[config.mk]
export PLATFORM = sky130hd
export DESIGN_NAME = alu_issue_arbiter
export DESIGN_NICKNAME = d
export VERILOG_FILES = /design/src/rtl/alu_issue_arbiter.sv
export SDC_FILE = /design/constraint.sdc
export NUM_CORES = 1
export LEC_CHECK = 0
export CAP_MARGIN = 40
export CORE_AREA = 2 2 270 272
export DETAILED_ROUTE_END_ITERATION = 10
export DIE_AREA = 0 0 272 274
export PLACE_DENSITY = 0.34
export SYNTH_ARGS = -nofsm -noshare
export SYNTH_HDL_FRONTEND = slang
export SYNTH_SLANG_ARGS = --single-unit
[constraint.sdc]
create_clock -name clk -period 5.8 [get_ports clk]
set_input_delay 0.87 -clock clk [delete_from_list [all_inputs] [get_ports clk]]
set_output_delay 0.87 -clock clk [all_outputs]
set_load 0.03 [all_outputs]
[src/rtl/alu_issue_arbiter.sv]
// alu_issue_arbiter
// Round-robin arbiter in front of the single integer ALU. Each cycle at most
// one ready requester wins. Its operands, select codes and tag are captured
// into a one-entry issue register that feeds the operand-select stage directly.

// Structural invariant monitor for the arbiter. The top instantiates it, and it
// holds only assertions.
module alu_issue_arbiter_checker #(
  parameter int N_REQ = 4,
  parameter int IW    = 2
) (
  input logic             clk,
  input logic             reset,
  input logic [N_REQ-1:0] req_ready,
  input logic [IW-1:0]    prio
);

  // At most one requester is granted in any cycle.
  assert property (@(posedge clk) $onehot0(req_ready))
    else $error("arbiter granted more than one requester");

  // No grant may be issued while reset is asserted.
  assert property (@(posedge clk) reset |-> (req_ready == {N_REQ{1'b0}}))
    else $error("arbiter granted during reset");

  // The priority pointer always names an existing requester.
  assert property (@(posedge clk) disable iff (reset) (int'(prio) < N_REQ))
    else $error("arbiter priority pointer out of range");

endmodule

module alu_issue_arbiter #(
  parameter  int XLEN      = 32,
  parameter  int N_REQ     = 4,
  parameter  int TAG_WIDTH = 5,
  localparam int IW        = (N_REQ > 1) ? $clog2(N_REQ) : 1
) (
  input  logic                       clk,
  input  logic                       reset,
  input  logic                       flush,
  input  logic [N_REQ-1:0]           req_valid,
  output logic [N_REQ-1:0]           req_ready,
  input  logic [N_REQ*XLEN-1:0]      req_rs1,
  input  logic [N_REQ*XLEN-1:0]      req_rs2,
  input  logic [N_REQ*XLEN-1:0]      req_imm,
  input  logic [N_REQ*XLEN-1:0]      req_pc,
  input  logic [N_REQ*2-1:0]         req_op1_src,
  input  logic [N_REQ-1:0]           req_op2_src,
  input  logic [N_REQ*TAG_WIDTH-1:0] req_tag,
  output logic                       iss_valid,
  input  logic                       iss_ready,
  output logic [XLEN-1:0]            iss_rs1,
  output logic [XLEN-1:0]            iss_rs2,
  output logic [XLEN-1:0]            iss_imm,
  output logic [XLEN-1:0]            iss_pc,
  output logic [1:0]                 iss_op1_src,
  output logic                       iss_op2_src,
  output logic [TAG_WIDTH-1:0]       iss_tag,
  output logic [IW-1:0]              iss_grant_idx
);

  // op1 select codes: 0 = rs1, 1 = pc, 2 = zero. Code 3 is reserved, and the
  // ALU must never see it, so it collapses to "zero" on capture.
  function automatic logic [1:0] sanitize_op1_src(input logic [1:0] src);
    logic [1:0] res;
    case (src)
      2'd0:    res = 2'd0;
      2'd1:    res = 2'd1;
      2'd2:    res = 2'd2;
      default: res = 2'd2;
    endcase
    return res;
  endfunction

  logic [IW-1:0]        prio_r;
  logic                 found_s;
  logic [IW-1:0]        winner_s;
  logic                 load_en_s;
  logic                 grant_s;
  logic [IW-1:0]        next_prio_s;
  logic [XLEN-1:0]      sel_rs1_s;
  logic [XLEN-1:0]      sel_rs2_s;
  logic [XLEN-1:0]      sel_imm_s;
  logic [XLEN-1:0]      sel_pc_s;
  logic [1:0]           sel_op1_s;
  logic                 sel_op2_s;
  logic [TAG_WIDTH-1:0] sel_tag_s;

  // Rotating scan from prio: the first valid requester found wins.
  always_comb begin
    int idx;
    found_s  = 1'b0;
    winner_s = {IW{1'b0}};
    idx      = 0;
    for (int k = 0; k < N_REQ; k++) begin
      idx = int'(prio_r) + k;
      if (idx >= N_REQ) begin
        idx = idx - N_REQ;
      end else begin
        idx = idx;
      end
      if (!found_s && req_valid[idx]) begin
        found_s  = 1'b1;
        winner_s = IW'(idx);
      end else begin
        found_s  = found_s;
        winner_s = winner_s;
      end
    end
  end

  // The issue register can accept new work when it is empty or being consumed.
  // Reset and flush both block acceptance.
  always_comb begin
    load_en_s = !reset && !flush && (!iss_valid || iss_ready);
    grant_s   = load_en_s && found_s;
    if (grant_s) begin
      req_ready = {{(N_REQ-1){1'b0}}, 1'b1} << winner_s;
    end else begin
      req_ready = {N_REQ{1'b0}};
    end
  end

  // The next priority sits one past the winner, with an explicit wrap so that a
  // non-power-of-two N_REQ never reaches an index that does not exist.
  always_comb begin
    if (winner_s == IW'(N_REQ - 1)) begin
      next_prio_s = {IW{1'b0}};
    end else begin
      next_prio_s = winner_s + {{(IW-1){1'b0}}, 1'b1};
    end
  end

  // Pick the winning requester's slice from every packed request bus.
  always_comb begin
    int sel;
    sel       = int'(winner_s);
    sel_rs1_s = req_rs1[sel*XLEN +: XLEN];
    sel_rs2_s = req_rs2[sel*XLEN +: XLEN];
    sel_imm_s = req_imm[sel*XLEN +: XLEN];
    sel_pc_s  = req_pc[sel*XLEN +: XLEN];
    sel_op1_s = sanitize_op1_src(req_op1_src[sel*2 +: 2]);
    sel_op2_s = req_op2_src[sel];
    sel_tag_s = req_tag[sel*TAG_WIDTH +: TAG_WIDTH];
  end

  // Issue register and round-robin pointer. Reset clears everything. Flush
  // empties the register but leaves prio alone. When nothing is accepted, the
  // register holds its contents.
  always_ff @(posedge clk) begin
    if (reset) begin
      iss_valid     <= 1'b0;
      iss_rs1       <= {XLEN{1'b0}};
      iss_rs2       <= {XLEN{1'b0}};
      iss_imm       <= {XLEN{1'b0}};
      iss_pc        <= {XLEN{1'b0}};
      iss_op1_src   <= 2'd0;
      iss_op2_src   <= 1'b0;
      iss_tag       <= {TAG_WIDTH{1'b0}};
      iss_grant_idx <= {IW{1'b0}};
      prio_r        <= {IW{1'b0}};
    end else if (flush) begin
      iss_valid <= 1'b0;
    end else if (grant_s) begin
      iss_valid     <= 1'b1;
      iss_rs1       <= sel_rs1_s;
      iss_rs2       <= sel_rs2_s;
      iss_imm       <= sel_imm_s;
      iss_pc        <= sel_pc_s;
      iss_op1_src   <= sel_op1_s;
      iss_op2_src   <= sel_op2_s;
      iss_tag       <= sel_tag_s;
      iss_grant_idx <= winner_s;
      prio_r        <= next_prio_s;
    end else if (load_en_s) begin
      iss_valid <= 1'b0;
    end else begin
      iss_valid <= iss_valid;
    end
  end

  alu_issue_arbiter_checker #(
    .N_REQ (N_REQ),
    .IW    (IW)
  ) u_checker (
    .clk       (clk),
    .reset     (reset),
    .req_ready (req_ready),
    .prio      (prio_r)
  );

endmodule

Word-level counts from Yosys, hierarchy flattened
Index checks and enable logic that the tools add are counted.
{"block": "classes", "n_addsub": 8, "n_mul": 1, "div": 0, "magnitude_cmp": 9, "n_eq_ne": 2, "shifts": 7, "mux": 31, "bitwise_logic": 1, "reduce_logical": 17}
{"cell": "indexed part select 128 x 8 -> 32 bit", "count": 4}
{"cell": "< comparator 32 x 4 -> 1 bit (second input constant)", "count": 4}
{"cell": "2-to-1 mux 32 bit", "count": 4}
{"cell": "indexed part select 20 x 6 -> 5 bit", "count": 1}
{"cell": "2-to-1 mux 1 bit", "count": 15}
{"cell": "subtractor 3 x 3 -> 4 bit (second input constant)", "count": 3}
{"cell": "binary-select mux 1 bit (select 2 bit)", "count": 5}
{"cell": "2-to-1 mux 2 bit", "count": 5}
{"cell": ">= comparator 3 bit (second input constant)", "count": 3}
{"cell": "indexed part select 8 x 4 -> 2 bit", "count": 1}
{"cell": "adder 2 x 2 -> 3 bit (second input constant)", "count": 2}
{"cell": "logical AND 1 bit", "count": 6}
{"cell": "zero test 1 bit", "count": 6}
{"cell": "multiplier 2 x 3 -> 5 bit (second input constant)", "count": 1}
{"cell": "2-to-1 mux 4 bit", "count": 1}
{"cell": "case mux 2 bit (2 select lines)", "count": 1}
{"cell": "<< shifter 1 x 2 -> 4 bit (first input constant)", "count": 1}
{"cell": "subtractor 2 x 3 -> 4 bit (second input constant)", "count": 1}
{"cell": "adder 2 x 1 -> 3 bit (second input constant)", "count": 1}
{"cell": ">= comparator 2 x 3 -> 1 bit (second input constant)", "count": 1}
{"cell": "< comparator 2 x 3 -> 1 bit (second input constant)", "count": 1}
{"cell": "adder 2 x 1 -> 2 bit (second input constant)", "count": 1}
{"cell": "equality test 2 x 1 -> 1 bit (second input constant)", "count": 1}
{"cell": "equality test 2 bit (second input constant)", "count": 1}
{"cell": "other kinds (6)", "count": 6}
{"block": "totals", "register_bits": 141, "latchBits": 0, "ramBits": 0, "rom_bits": 0, "input_bits": 552, "out_inout_bits": 143, "wordCells": 86, "memories": 0}

Longest topological paths before layout
{"block": "logic_depth", "depth_word": 18, "ltp_mapped": 10, "depth_no_buf": 8}

Least setup slack after synthesis
Ideal clock, no wire load.
{"block": "synth_timing", "path_kind": "input to output", "start": "in req_valid[0]", "end": "out req_ready[3]", "arrival_time_ns": 2.368, "required_ns": 4.930, "slack_ns": 2.562, "cell_stages": 8, "n_path_buf": 2, "path_cell_list": "nor2b_1 -> a2111oi_1 -> nor2_1 -> inv_2 -> buf_2 -> buf_2 -> ha_1 -> and2_1"}
{"block": "synth_via", "elab_chain_len": 15, "word_cells_on_any_way": 29, "classes_between": "shift (1); mux (21); reduce/logical (7)"}
{"item": "start: declaration", "line_no": "41", "text": "input logic [N_REQ-1:0] req_valid,"}
{"item": "binary-select mux 1 bit (select 2 bit)", "line_no": "102", "text": "if (!found_s && req_valid[idx]) begin"}
{"item": "2-to-1 mux 1 bit (not written as such) (2 in series)", "line_no": "102"}
{"item": "2-to-1 mux 1 bit", "line_no": "102"}
{"item": "zero test 1 bit", "line_no": "102"}
{"item": "logical AND 1 bit", "line_no": "102"}
{"item": "2-to-1 mux 1 bit", "line_no": "102"}
{"item": "zero test 1 bit", "line_no": "102"}
{"item": "logical AND 1 bit", "line_no": "102"}
{"item": "2-to-1 mux 1 bit", "line_no": "102"}
{"item": "zero test 1 bit", "line_no": "102"}
{"item": "logical AND 1 bit", "line_no": "102"}
{"item": "2-to-1 mux 2 bit *", "line_no": "102"}
{"item": "via winner_s[0]", "line_no": "77", "text": "logic [IW-1:0] winner_s;"}
{"item": "<< shifter 1 x 2 -> 4 bit *", "line_no": "118", "text": "req_ready = {{(N_REQ-1){1'b0}}, 1'b1} << winner_s;"}
{"item": "2-to-1 mux 4 bit *", "line_no": "117", "text": "if (grant_s) begin"}
{"item": "end: declaration", "line_no": "42", "text": "output logic [N_REQ-1:0] req_ready,"}
Mark *: on every way through the listed nets, which the timed path passes. The rest lies on a longest branch. The select of a mux whose other input is x is not followed.

Worst setup path after layout
{"block": "layout_timing", "start": "in req_valid[3]", "end": "out req_ready[3]"}
{"block": "layout_via", "elab_chain_len": 15, "word_cells_on_any_way": 29, "classes_between": "shift (1); mux (21); reduce/logical (7)"}
{"item": "binary-select mux 1 bit (select 2 bit)", "line_no": "102"}
{"item": "2-to-1 mux 1 bit (not written as such) (2 in series)", "line_no": "102"}
{"item": "2-to-1 mux 1 bit", "line_no": "102"}
{"item": "zero test 1 bit", "line_no": "102"}
{"item": "logical AND 1 bit", "line_no": "102"}
{"item": "2-to-1 mux 1 bit", "line_no": "102"}
{"item": "zero test 1 bit", "line_no": "102"}
{"item": "logical AND 1 bit", "line_no": "102"}
{"item": "2-to-1 mux 1 bit", "line_no": "102"}
{"item": "zero test 1 bit", "line_no": "102"}
{"item": "logical AND 1 bit", "line_no": "102"}
{"item": "2-to-1 mux 2 bit or 2-to-1 mux 1 bit (tied branches)", "line_no": "102"}
{"item": "<< shifter 1 x 2 -> 4 bit or logical AND 1 bit (tied branches)", "line_no": "118, 116"}
{"item": "2-to-1 mux 4 bit *", "line_no": "117"}
Mark *: on every way between the ends. The rest lies on a longest branch, timed or not. The select of a mux whose other input is x is not followed.

==> flow_metrics.tcl <==
set metrics [dict create \
    clk_pin_slew_ns 0.07 \
    maxCapViolCount 0 \
    synth_edf_count 0 \
    grt_pass1_vias 12600 \
    worstPathRequired_ns 4.93 \
    cts_hold_buf 0 \
    synthFlopType "dfxtp_1" \
    cellLeakagePower_nw 7.30 \
    setup_viol_count_final 0 \
    fin_skew_ns 0.0180 \
    hold_class "register to register" \
    yosys_warnings 0 \
    crit_buf_inv 4 \
    power.density_nw_per_um2 225 \
    synthCells 1401 \
    clkSinkCount 141 \
    fin_nets 2553 \
    cp_num_cells 9 \
    endpoint_kind "output port" \
    synthDistinctLibCells 30 \
    drt_iter0_markers 474 \
    start_kind "primary input" \
    fillers 7980 \
    reg2reg_depth 9 \
    worstPathCellList "clkdlybuf4s50_1 > nor2_1 > a2111oi_1 > nor2_4 > inv_8 > buf_4 > ha_1 > and2_1 > buf_12" \
    avgViaCountPerCell 4.11 \
    placementRows 99 \
    wl_mm 61.9 \
    numCtsBuffers 17 \
    drive_gt1_frac 0.0503 \
    htree_num_levels 4 \
    grt_pass1_wl_mm 88.2 \
    hold_violations 0 \
    utilization 0.245 \
    tightest_slew_ns 0.900 \
    synth_area_um2 9280 \
    antenna_found_initial 12 \
    holdWs_ns 0.465 \
    via_count 12200 \
    fin_crit_ns 4.40 \
    areaGrowthSynthToFinish_pct 89.7 \
    start_util 0.129 \
    cts.path.max_buffers 2 \
    place_hpwl_mm 44.1 \
    setup_ws_ns 1.40 \
    antenna_left 0 \
    place_ws_ns 1.31 \
    async_flop_share 0 \
    cts_tree "done" \
    slew_viol_final 0 \
    slew_headroom 0.400 \
    portBuffers 694 \
    synthesis.nets 1957 \
    whs_path_depth 2 \
    crit_family "buffers and inverters" \
    status "complete, no violations" \
    max-vdd-ir-drop_mv 0.149 \
    fin_crit_sh 0.758 \
    critPathKind "primary input to output port" \
    synth_area_leaders "dfxtp_1, nand2_1, nand3_1" \
    cp_max_fo 55 \
    avgRoutedWirePerCell_um 20.8 \
    synth-seq-cells 141 \
    syn_avg_cell_area_um2 6.62 \
    yosysTopAreaCell "dfxtp_1" \
    critPathArrivalTime_ns 3.53 \
    ff_latch_area_um2 2820 \
    cts_resized 0 \
    io_pins 695 \
    cts_root_buf "clkbuf_16" \
    gr-usage-all-layers 0.161 \
    clk_latency_ns 0.48 \
    cpPeakStageDelay_ns 0.60 \
    die_w_um 272 \
    fmax_mhz 227 \
    grt_setup_unrepaired "false" \
    gp_congestion 0.827 \
    dr.pass1.iters 4 \
    cts_setup_buffers 0 \
    yosysTopAreaCellShare 0.304 \
    grt_max_degree 155 \
    setup_tns_ns 0 \
    grt-ovfl-total 0 \
    crit_path_top_delay_cell "clkdlybuf4s50_1" \
    coreArea_um2 72000 \
    drc 0 \
    multi_input_area_um2 5730 \
    yosysSeqAreaShare 0.304 \
    die_h_um 274 \
    die_area_um2 74500 \
]
layout by cell type, fill, tap and decap left out, drive strengths merged, types with 3 or more instances in the layout:
cell / instances
clkdlybuf4s50: 693
inv: 5
dfxtp: 141
clkbuf: 21
a31o: 134
nor2: 7
clkinv: 5
and2: 4
nand2: 544
nand3: 268
nor2b: 4
buf: 19
a21oi: 5
diode: 9
and3: 135
ha: 4
clkinvlp: 3
state kept, by name (all words and copies together), names as in the netlist, 2 cells and up:
| signal | cells |
|---|---|
| iss_pc | 32 |
| iss_tag | 5 |
| iss_op1_src | 2 |
| prio_r | 2 |
| iss_grant_idx | 2 |
| iss_rs1 | 32 |
| iss_imm | 32 |
| iss_rs2 | 32 |
area by class of cell:
class                           count  area share
Antenna cell                        9     0.00128
Clock buffer                       21      0.0262
Clock inverter                     10     0.00654
Inverter                            5     0.00171
Multi-Input combinational cell   1120       0.325
Sequential cell                   141       0.160
Tap cell                          959      0.0682
Timing Repair Buffer              712       0.411
worst min-delay path, stage by stage, from the launching register on:
cell	delay (ns)
dfxtp_1	0.31
nand2_1	0.05
a21oi_1	0.05
layer usage:
metal	part of all wire	vias up	GRT usage
met2	0.51	412	0.285
met4	0.017	6	0.0470
li1	-	6000	-
met5	0.00065	-	0
met1	0.40	5788	0.180
met3	0.080	43	0.0585
final timing paths:
| path | end | slack [ns] | from |
|---|---|---|---|
| hold / removal | iss_grant_idx[0] | 0.46 | iss_grant_idx[0] |
| setup reg to reg | iss_op1_src[0] | 2.45 | prio_r[0] |
| hold reg to reg | iss_grant_idx[0] | 0.46 | iss_grant_idx[0] |
| setup / recovery | req_ready[3] | 1.40 | req_valid[3] |
through the flow:
step / cell area, µm² / power [mW] / instances
3_3_place_gp: 16900 / 2.83 / 2933
5_1_grt: 17600 / 4.20 / 2973
4_1_cts: 17600 / 4.07 / 2968
3_5_place_dp: 17000 / 2.84 / 2937
2_1_floorplan: 9280 / 1.98 / 1401
6_report: 17600 / 3.96 / 2977
power breakdown:
group | internal (mW) | total [mW] | switching (mW) | leakage (nW)
clock network | 0.653 | 1.17 | 0.522 | 0.275
registers | 1.08 | 1.14 | 0.0539 | 1.16
logic | 0.772 | 1.65 | 0.876 | 5.87
total | 2.51 | 3.96 | 1.45 | 7.30
synth_stat cells (all sizes together) (2+ instances only):
master  number
and3       135
buf         90
a21oi        5
nor2b        4
a31o       134
and2         4
dfxtp      141
ha           4
mux2i        2
nor2         7
inv          5
nand2      544
clkbuf      45
o32ai        2
nor3         2
nand3      268
nor4         2
cell families (layout without fill, tap and decap cells):
family                     after synthesis  in the layout  synth area share
adders and majority gates                4              4           0.00539
other                                    0              9                 0
and+or+nand+nor                        969            969             0.470
DFF                                    141            141             0.304
buffers and inverters                  140            748            0.0810
muxes                                    2              2           0.00216
AOI/OAI and AO/OA                      145            145             0.137
Power figures use the tool's default switching activity.
